$ cat src/rtl/lsu_pkg.sv
// rtl/lsu_pkg.sv - shared load funct3 codes, FSM state type and load legality check
package lsu_pkg;

  localparam logic [2:0] F3_LB  = 3'b000;
  localparam logic [2:0] F3_LH  = 3'b001;
  localparam logic [2:0] F3_LW  = 3'b010;
  localparam logic [2:0] F3_LBU = 3'b100;
  localparam logic [2:0] F3_LHU = 3'b101;

  typedef enum logic [1:0] {
    ST_IDLE  = 2'd0,
    ST_WAIT  = 2'd1,
    ST_WRITE = 2'd2
  } lsu_state_e;

  // True when the load must be rejected: illegal funct3 or unaligned access.
  function automatic logic ld_reject(input logic [2:0] funct3, input logic [1:0] off);
    logic bad;
    case (funct3)
      F3_LB, F3_LBU: bad = 1'b0;
      F3_LH, F3_LHU: bad = off[0];
      F3_LW:         bad = (off != 2'b00);
      default:       bad = 1'b1;
    endcase
    return bad;
  endfunction

endpackage

$ cat src/rtl/load_align.sv
// rtl/load_align.sv - selects the addressed byte/half of a read word and extends it to 32 bits
module load_align
  import lsu_pkg::*;
(
  input  logic [31:0] rdata_i,
  input  logic [1:0]  off_i,
  input  logic [2:0]  funct3_i,
  output logic [31:0] result_o
);

  logic [7:0]  byte_v;
  logic [15:0] half_v;

  assign byte_v = rdata_i[{off_i, 3'b000} +: 8];
  assign half_v = rdata_i[{off_i[1], 4'b0000} +: 16];

  always_comb begin
    result_o = '0;
    case (funct3_i)
      F3_LB:   result_o = {{24{byte_v[7]}}, byte_v};
      F3_LH:   result_o = {{16{half_v[15]}}, half_v};
      F3_LW:   result_o = rdata_i;
      F3_LBU:  result_o = {24'h0, byte_v};
      F3_LHU:  result_o = {16'h0, half_v};
      default: result_o = '0;
    endcase
  end

endmodule

$ cat src/rtl/lsu_load_wb.sv
// rtl/lsu_load_wb.sv - single-outstanding load unit with ALU writeback mux; LSU_TIMEOUT_EN adds a WAIT watchdog
module lsu_load_wb
  import lsu_pkg::*;
#(
  parameter int TIMEOUT_CYCLES = 64
) (
  input  logic        i_clk,
  input  logic        i_rst,
  input  logic        i_ld_valid,
  output logic        o_ld_ready,
  input  logic [31:0] i_ld_addr,
  input  logic [2:0]  i_ld_funct3,
  input  logic [4:0]  i_ld_rd,
  output logic        o_sram_req,
  output logic [31:0] o_sram_addr,
  input  logic        i_sram_rvalid,
  input  logic [31:0] i_sram_rdata,
  input  logic        i_alu_wren,
  input  logic [4:0]  i_alu_rd,
  input  logic [31:0] i_alu_data,
  output logic        o_alu_stall,
  input  logic [4:0]  i_rs1_addr,
  input  logic [4:0]  i_rs2_addr,
  output logic        o_hazard,
  output logic        o_rd_wren,
  output logic [4:0]  o_rd_addr,
  output logic [31:0] o_rd_data,
  output logic        o_ld_misalign,
  output logic        o_ld_timeout
);

  lsu_state_e  state_q, state_d;
  logic [4:0]  rd_q, rd_d;
  logic [1:0]  off_q, off_d;
  logic [2:0]  f3_q, f3_d;
  logic [31:0] addr_q, addr_d;
  logic [31:0] result_q, result_d;
  logic        req_q, req_d;
  logic        misalign_q, misalign_d;
  logic [31:0] align_result;

`ifdef LSU_TIMEOUT_EN
  localparam int CNT_W = $clog2(TIMEOUT_CYCLES + 1);
  logic [CNT_W-1:0] cnt_q, cnt_d;
  logic             timeout_q, timeout_d;
`else
  logic unused_timeout_cfg;
  assign unused_timeout_cfg = ^TIMEOUT_CYCLES;
`endif

  load_align u_align (
    .rdata_i  (i_sram_rdata),
    .off_i    (off_q),
    .funct3_i (f3_q),
    .result_o (align_result)
  );

  always_ff @(posedge i_clk or posedge i_rst) begin
    if (i_rst) begin
      state_q    <= ST_IDLE;
      rd_q       <= '0;
      off_q      <= '0;
      f3_q       <= '0;
      addr_q     <= '0;
      result_q   <= '0;
      req_q      <= 1'b0;
      misalign_q <= 1'b0;
    end else begin
      state_q    <= state_d;
      rd_q       <= rd_d;
      off_q      <= off_d;
      f3_q       <= f3_d;
      addr_q     <= addr_d;
      result_q   <= result_d;
      req_q      <= req_d;
      misalign_q <= misalign_d;
    end
  end

`ifdef LSU_TIMEOUT_EN
  always_ff @(posedge i_clk or posedge i_rst) begin
    if (i_rst) begin
      cnt_q     <= '0;
      timeout_q <= 1'b0;
    end else begin
      cnt_q     <= cnt_d;
      timeout_q <= timeout_d;
    end
  end
`endif

  always_comb begin
    state_d    = state_q;
    rd_d       = rd_q;
    off_d      = off_q;
    f3_d       = f3_q;
    addr_d     = addr_q;
    result_d   = result_q;
    req_d      = 1'b0;
    misalign_d = 1'b0;
`ifdef LSU_TIMEOUT_EN
    cnt_d      = cnt_q;
    timeout_d  = 1'b0;
`endif
    case (state_q)
      ST_IDLE: begin
        if (i_ld_valid) begin
          if (ld_reject(i_ld_funct3, i_ld_addr[1:0])) begin
            misalign_d = 1'b1;
          end else begin
            rd_d    = i_ld_rd;
            off_d   = i_ld_addr[1:0];
            f3_d    = i_ld_funct3;
            addr_d  = {i_ld_addr[31:2], 2'b00};
            req_d   = 1'b1;
            state_d = ST_WAIT;
`ifdef LSU_TIMEOUT_EN
            cnt_d   = '0;
`endif
          end
        end
      end
      ST_WAIT: begin
        if (i_sram_rvalid) begin
          result_d = align_result;
          state_d  = ST_WRITE;
        end else begin
`ifdef LSU_TIMEOUT_EN
          // Abandon the load once TIMEOUT_CYCLES WAIT cycles have passed without data.
          if (cnt_q == CNT_W'(TIMEOUT_CYCLES - 1)) begin
            timeout_d = 1'b1;
            state_d   = ST_IDLE;
          end else begin
            cnt_d = cnt_q + 1'b1;
          end
`endif
        end
      end
      ST_WRITE: state_d = ST_IDLE;
      default:  state_d = ST_IDLE;
    endcase
  end

  assign o_ld_ready    = (state_q == ST_IDLE);
  assign o_sram_req    = req_q;
  assign o_sram_addr   = addr_q;
  assign o_ld_misalign = misalign_q;
`ifdef LSU_TIMEOUT_EN
  assign o_ld_timeout  = timeout_q;
`else
  assign o_ld_timeout  = 1'b0;
`endif

  // Load writeback owns the register-file port during WRITE; ALU is stalled.
  always_comb begin
    o_alu_stall = 1'b0;
    if (state_q == ST_WRITE) begin
      o_rd_wren   = (rd_q != 5'd0);
      o_rd_addr   = rd_q;
      o_rd_data   = result_q;
      o_alu_stall = i_alu_wren;
    end else begin
      o_rd_wren = i_alu_wren && (i_alu_rd != 5'd0);
      o_rd_addr = i_alu_rd;
      o_rd_data = i_alu_data;
    end
  end

  assign o_hazard = (state_q != ST_IDLE) && (rd_q != 5'd0) &&
                    ((rd_q == i_rs1_addr) || (rd_q == i_rs2_addr));

endmodule

$ cat config.mk
export PLATFORM = sky130hd
export DESIGN_NAME = lsu_load_wb
export DESIGN_NICKNAME = d
export VERILOG_FILES = /design/src/rtl/lsu_pkg.sv /design/src/rtl/load_align.sv /design/src/rtl/lsu_load_wb.sv
export SDC_FILE = /design/constraint.sdc
export NUM_CORES = 1
export LEC_CHECK = 0
export CAP_MARGIN = 40
export CORE_MARGIN = 2
export CORE_UTILIZATION = 25
export CTS_CLUSTER_SIZE = 40
export DETAILED_ROUTE_END_ITERATION = 16
export GPL_TIMING_DRIVEN = 0
export PLACE_DENSITY = 0.65
export SLEW_MARGIN = 5
export SYNTH_ARGS = -nofsm -noshare
export SYNTH_HDL_FRONTEND = slang
export SYNTH_SLANG_ARGS = --single-unit
$ cat constraint.sdc
create_clock -name i_clk -period 3.3 [get_ports i_clk]
set_input_delay 0.495 -clock i_clk [delete_from_list [all_inputs] [get_ports i_clk]]
set_output_delay 0.495 -clock i_clk [all_outputs]
set_load 0.01 [all_outputs]
==> results of run 1 <==
## state kept, by name (all words and copies together), names as in the netlist
name,cells
f3_q,3
o_sram_req,1
state_q,2
off_q,2
o_ld_misalign,1
rd_q,5
result_q,32
o_sram_addr,30
## layout make-up
class | instances | area [um^2] | share of cell area
clock inverter | 4 | 72.57 | 0.01127
buffer | 21 | 143.9 | 0.02235
clock buffer | 12 | 246.5 | 0.03829
inverter | 3 | 13.76 | 0.002138
sequential | 76 | 1902 | 0.2954
timing repair buffer | 197 | 1989 | 0.3090
tap | 188 | 235.2 | 0.03654
multi-input combinational | 204 | 1834 | 0.2849
## cells by family (layout without fill, tap and decap cells)
group / count (synthesis) / after routing / synth area share
AO/OA/AOI/OAI: 67 / 67 / 0.1366
XOR/XNOR: 10 / 10 / 0.02255
buffers and inverters: 24 / 237 / 0.03995
flip-flops: 76 / 76 / 0.4897
multiplexers: 87 / 87 / 0.2548
other: 1 / 3 / 0.0009656
AND/OR/NAND/NOR: 37 / 37 / 0.05542
## path summary, 6_finish.rpt
check / from / to / slack, ns / depth (start not counted)
worst max-delay path: state_q[0] / o_rd_wren / 0.38 / 5
max in group asynchronous: i_rst / o_sram_addr[31] / 2.28 / 3
min in group i_clk: result_q[1] / result_q[1] / 0.49 / 2
worst min-delay path: i_rst / o_sram_addr[23] / 0.46 / 2
worst min register to register: result_q[1] / result_q[1] / 0.49 / 2
worst max register to register: f3_q[0] / result_q[5] / 1.49 / 5
## power breakdown
group          switching, mW  internal [mW]
logic                  0.583          0.875
clock network          0.366          0.682
registers              0.251           1.28
total                   1.20           2.84
## worst max-delay path: cells and delay by family, from the launching register on
family          cells  cell delay, ns
buf+inv             2            1.12
compound gates      2            0.34
simple gates        1            0.21
flops               1            0.41
## stage by stage
stage / hold slack, ns / setup WS (ns) / instance area [um^2]
final: 0.4617 / 0.3833 / 6437
after global routing: 0.4895 / 0.1811 / 6437
after CTS: 0.4537 / 0.3381 / 6437
after detailed placement: 0.4771 / 0.6019 / 6118
after global placement: 0.4721 / -0.3760 / 6088
after floorplan: 0.4437 / 0.8667 / 3891
## routing by layer
metal	up-vias	GRT usage
li1	1569	-
met3	24	0.02370
met2	120	0.2549
met4	0	0.06266
met1	1664	0.1898
met5	-	0
## layout by cell type, fill, tap and decap left out, drive strengths merged
cell type	count
clkdlybuf4s50	196
mux2	85
dfrtp	76
clkbuf	17
buf	17
a221o	16
o21ai	13
nand2	11
a21oi	9
a21o	8
a222oi	7
a22oi	7
xor2	6
nor2	6
nor3	4
xnor2	4
nor2b	3
conb	3
inv	3
nand3	3
nand2b	2
or4	2
nor3b	2
bufinv	2
nand3b	1
or3b	1
mux2i	1
o311a	1
o31a	1
o22ai	1
a211oi	1
and2	1
and2b	1
o31ai	1
a211o	1
mux4	1
a31oi	1
clkinv	1
clkinvlp	1
==> impl_metrics.tcl, run 1 <==
set metrics [dict create \
    outcome "finished, final reports clean" \
    fillers 1428 \
    drtPass1Iterations 5 \
    yosysTopAreaCell "dfrtp_1" \
    fmax_mhz 342.9 \
    drtIter0Drc 237 \
    maxSlewHeadroom 0.5405 \
    grt_pass1_vias 3445 \
    netlist_instances 302 \
    post_cts_buffers 0 \
    hold_class "in2async" \
    crit_top_cell "o21ai_0" \
    syn_area_um2 3884 \
    gp_congestion 0.8115 \
    drv_cap 0 \
    grt_pass1_wl_um 19050 \
    rows 45 \
    cts_sinks 76 \
    final_cell_count_no_fill 705 \
    synth.area.top_cells "dfrtp_1, mux2_2, mux2_1" \
    setup_viol 0 \
    ys_seq_area_frac 0.4897 \
    wirelength_um 12630 \
    dp.cells 689 \
    drive_gt1_frac 0.1663 \
    drv_slew 0 \
    ys_warn_count 0 \
    tightest_slew_ns 0.6892 \
    period_needed_ns 2.917 \
    critPathLaunchType "register" \
    wl_met3_um 634 \
    leakagePower_nw 2.653 \
    die_w_um 128.6 \
    post-synth-top-count-cell "dfrtp_1" \
    core_um2 15200 \
    synth_seq_cells 76 \
    area_growth_pct 65.75 \
    antenna_found_initial 0 \
    finalSetupTns_ns 0 \
    hpwl_um 9928 \
    synthFlopType "dfrtp_1" \
    numCtsBuffers 9 \
    fp.dieArea_um2 16550 \
    worstPathCellList "nor2b_1, clkbuf_1, o21ai_0, o21ai_0, clkdlybuf4s50_1" \
    fin_nets 636 \
    clkSlewWorstSetupHoldPaths_ns 0.06 \
    clk_latency_ns 0.33 \
    cts_tree "yes" \
    fin_util 0.4235 \
    htree_levels 3 \
    synthArstFlopShare 1.000 \
    track_usage 0.1499 \
    synth_common_cells "dfrtp_1, mux2_2, mux2_1" \
    ant_nets 0 \
    cts_resized 0 \
    top_layer "met4" \
    vias 3377 \
    io_buffers 196 \
    crit_type "reg2out" \
    ios 200 \
    dr_wl_met2_um 6475 \
    drc 0 \
    synth_edf_count 0 \
    cts_max_path_buffers 2 \
    initial_core_util 0.2555 \
    slowest_delay_ns 0.56 \
    crit_required_ns 2.80 \
    synth.avg_cell_area_um2 12.86 \
    period_share 0.8839 \
    cts-root-buf "clkbuf_16" \
    arrival_ns 2.42 \
    fin_skew_ns 0.007526 \
    grt_max_degree 59 \
    avgRoutedWirePerCell_um 17.91 \
    n_antenna_cell 0 \
    crit_path_end_kind "primary output" \
    hold_viol 0 \
    fp.dieH_um 128.6 \
    rsz0062_at_grt "no" \
    viasPerCell 4.790 \
    cp_max_fo 10 \
    ctsHoldBuffers 0 \
    gr-total-overflow 0 \
    totalPowerFinal_mw 4.037 \
    netlist.area_leader.share 0.4897 \
    cpMaxStageDelayCell "clkbuf_1" \
    synth_cell_types 42 \
    peakVddDrop_mv 0.2991 \
    p_per_area_nw_per_um2 627.1 \
    met1_length_um 5212 \
]
Power figures use the tool's default switching activity.
==> run 2: changes to the inputs <==
--- a/config.mk
+++ b/config.mk
@@ -7,11 +7,11 @@
 export LEC_CHECK = 0
 export CAP_MARGIN = 40
 export CORE_MARGIN = 2
-export CORE_UTILIZATION = 25
+export CORE_UTILIZATION = 43
 export CTS_CLUSTER_SIZE = 40
 export DETAILED_ROUTE_END_ITERATION = 16
 export GPL_TIMING_DRIVEN = 0
-export PLACE_DENSITY = 0.65
+export PLACE_DENSITY = 0.95
 export SLEW_MARGIN = 5
 export SYNTH_ARGS = -nofsm -noshare
 export SYNTH_HDL_FRONTEND = slang
==> impl_metrics.tcl, run 2 (synthesis results as in run 1) <==
set metrics [dict create \
    layout_common_cells "clkdlybuf4s50_1, dfrtp_1, mux2_2, mux2_1, a221o_1" \
    drive_gt1_frac 0.1683 \
    io_buffers 196 \
    setup_viol 0 \
    track_usage 0.2506 \
    n_antenna_cell 0 \
    cts_resized 0 \
    htree_levels 3 \
    vias 3482 \
    power_frac_comb 0.407 \
    period_share 0.8862 \
    final.setup.worst_slack_ns 0.3757 \
    tightest_slew_ns 0.6058 \
    largest-register "result_q" \
    leakagePower_nw 2.594 \
    ant_nets 0 \
    hpwl_um 9841 \
    largest_register_ffs 32 \
    rows 34 \
    area_growth_pct 59.54 \
    maxSlewHeadroom 0.5937 \
    numCtsBuffers 9 \
    cpMaxStageDelayCell "clkbuf_1" \
    viasPerCell 5.571 \
    clk_latency_ns 0.34 \
    ios 200 \
    clkSlewWorstSetupHoldPaths_ns 0.08 \
    initial_core_util 0.4453 \
    hold_class "in2async" \
    p_sw_mw 1.178 \
    fp.dieArea_um2 9808 \
    grt_max_degree 70 \
    cts-root-buf "clkbuf_8" \
    fp.dieH_um 99.04 \
    p_sw_frac 0.3247 \
    core_um2 8721 \
    cts_max_path_buffers 2 \
    crit_type "reg2out" \
    critPathLaunchType "register" \
    slowest_delay_ns 0.51 \
    hold_viol 0 \
    p_per_area_nw_per_um2 585.7 \
    cts_sinks 76 \
    arrival_ns 2.43 \
    period_needed_ns 2.924 \
    worstPathCellList "nor2b_1, clkbuf_1, mux2_2, clkdlybuf4s50_1" \
    dpl_worst_slack_ns 0.5848 \
    avgRoutedWirePerCell_um 19.56 \
    die_w_um 99.04 \
    post_cts_buffers 0 \
    wirelength_um 12220 \
    drtPass1Iterations 5 \
    grt_pass1_wl_um 19140 \
    gr-total-overflow 0 \
    p_clk_frac 0.176 \
    final_common_cell "clkdlybuf4s50_1" \
    totalPowerFinal_mw 3.629 \
    gp_congestion 0.9051 \
    grt_pass1_vias 3712 \
    crit_required_ns 2.80 \
    r2r_cells 5 \
    pwr-share-seq 0.418 \
    drc 0 \
    cts_tree "yes" \
    crit_path_end_kind "primary output" \
    outcome "finished, final reports clean" \
    rsz0062_at_grt "no" \
    internal-power_mw 2.450 \
    drtIter0Drc 176 \
    fmax_mhz 342.0 \
    antenna_found_initial 0 \
    drv_slew 0 \
    peakVddDrop_mv 0.3392 \
    ctsHoldBuffers 0 \
    drv_cap 0 \
    cp_max_fo 10 \
    fin_skew_ns 0.008192 \
    fin_nets 636 \
]
## run 2: changes by cell type in the layout (fill, tap and decap cells not counted)
cell	previous run	this run
inv_6	0	1
bufinv_16	2	0
clkinv_2	1	2
clkbuf_16	9	0
clkbuf_8	1	10
clkinvlp_4	1	0
clkinv_4	0	2
clkbuf_1	7	6
## run 2: worst max-delay path: cells and delay by family (launching register included)
family	cells	cell delay [ns]
DFF	1	0.41
buffers and inverters	2	1.01
and+or+nand+nor	1	0.26
muxes	1	0.41
## run 2: final timing paths
| path | from | endpoint | slack (ns) |
|---|---|---|---|
| worst min register to register | result_q[14] | result_q[14] | 0.48 |
| worst max-delay path | state_q[0] | o_rd_addr[3] | 0.38 |
| worst max register to register | f3_q[0] | result_q[1] | 1.47 |
| min in group i_clk | result_q[14] | result_q[14] | 0.48 |
| worst min-delay path | i_rst | o_sram_addr[19] | 0.39 |
| max in group asynchronous | i_rst | result_q[3] | 2.35 |
## run 2: power by group through the flow
stage	sequential (mW)	combinational, mW	clock [mW]
2_1_floorplan	1.51	0.719	0
3_3_place_gp	1.51	1.41	0
3_5_place_dp	1.53	1.47	0
4_1_cts	1.51	1.48	0.655
5_1_grt	1.55	1.57	0.700
6_report	1.52	1.48	0.638
## run 2: cell type report
type                            count  area, um^2
Buffer                             21       143.9
Clock buffer                       11       141.4
Clock inverter                      5       36.28
Fill cell                         624        2525
Inverter                            3       13.76
Multi-Input combinational cell    204        1834
Sequential cell                    76        1902
Tap cell                          108       135.1
Timing Repair Buffer              197        1989
## run 2: through the flow
stage	utilization	setup TNS [ns]	cells	hold slack, ns	cell area, um^2
after detailed placement	0.6901	0	609	0.4642	6018
after global placement	0.6867	-21.84	608	0.4611	5988
final	0.7105	0	625	0.3917	6196
after global routing	0.7105	0	625	0.3763	6196
after CTS	0.7105	0	625	0.3819	6196
after floorplan	-	0	304	0.4437	3891
## run 2: layer usage
metal | vias up | part of all wire | GRT usage
li1 | 1568 | - | -
met2 | 171 | 0.52 | 0.4335
met3 | 43 | 0.059 | 0.04610
met1 | 1700 | 0.39 | 0.3122
met5 | - | 0 | 0
met4 | 0 | 0.031 | 0.09378
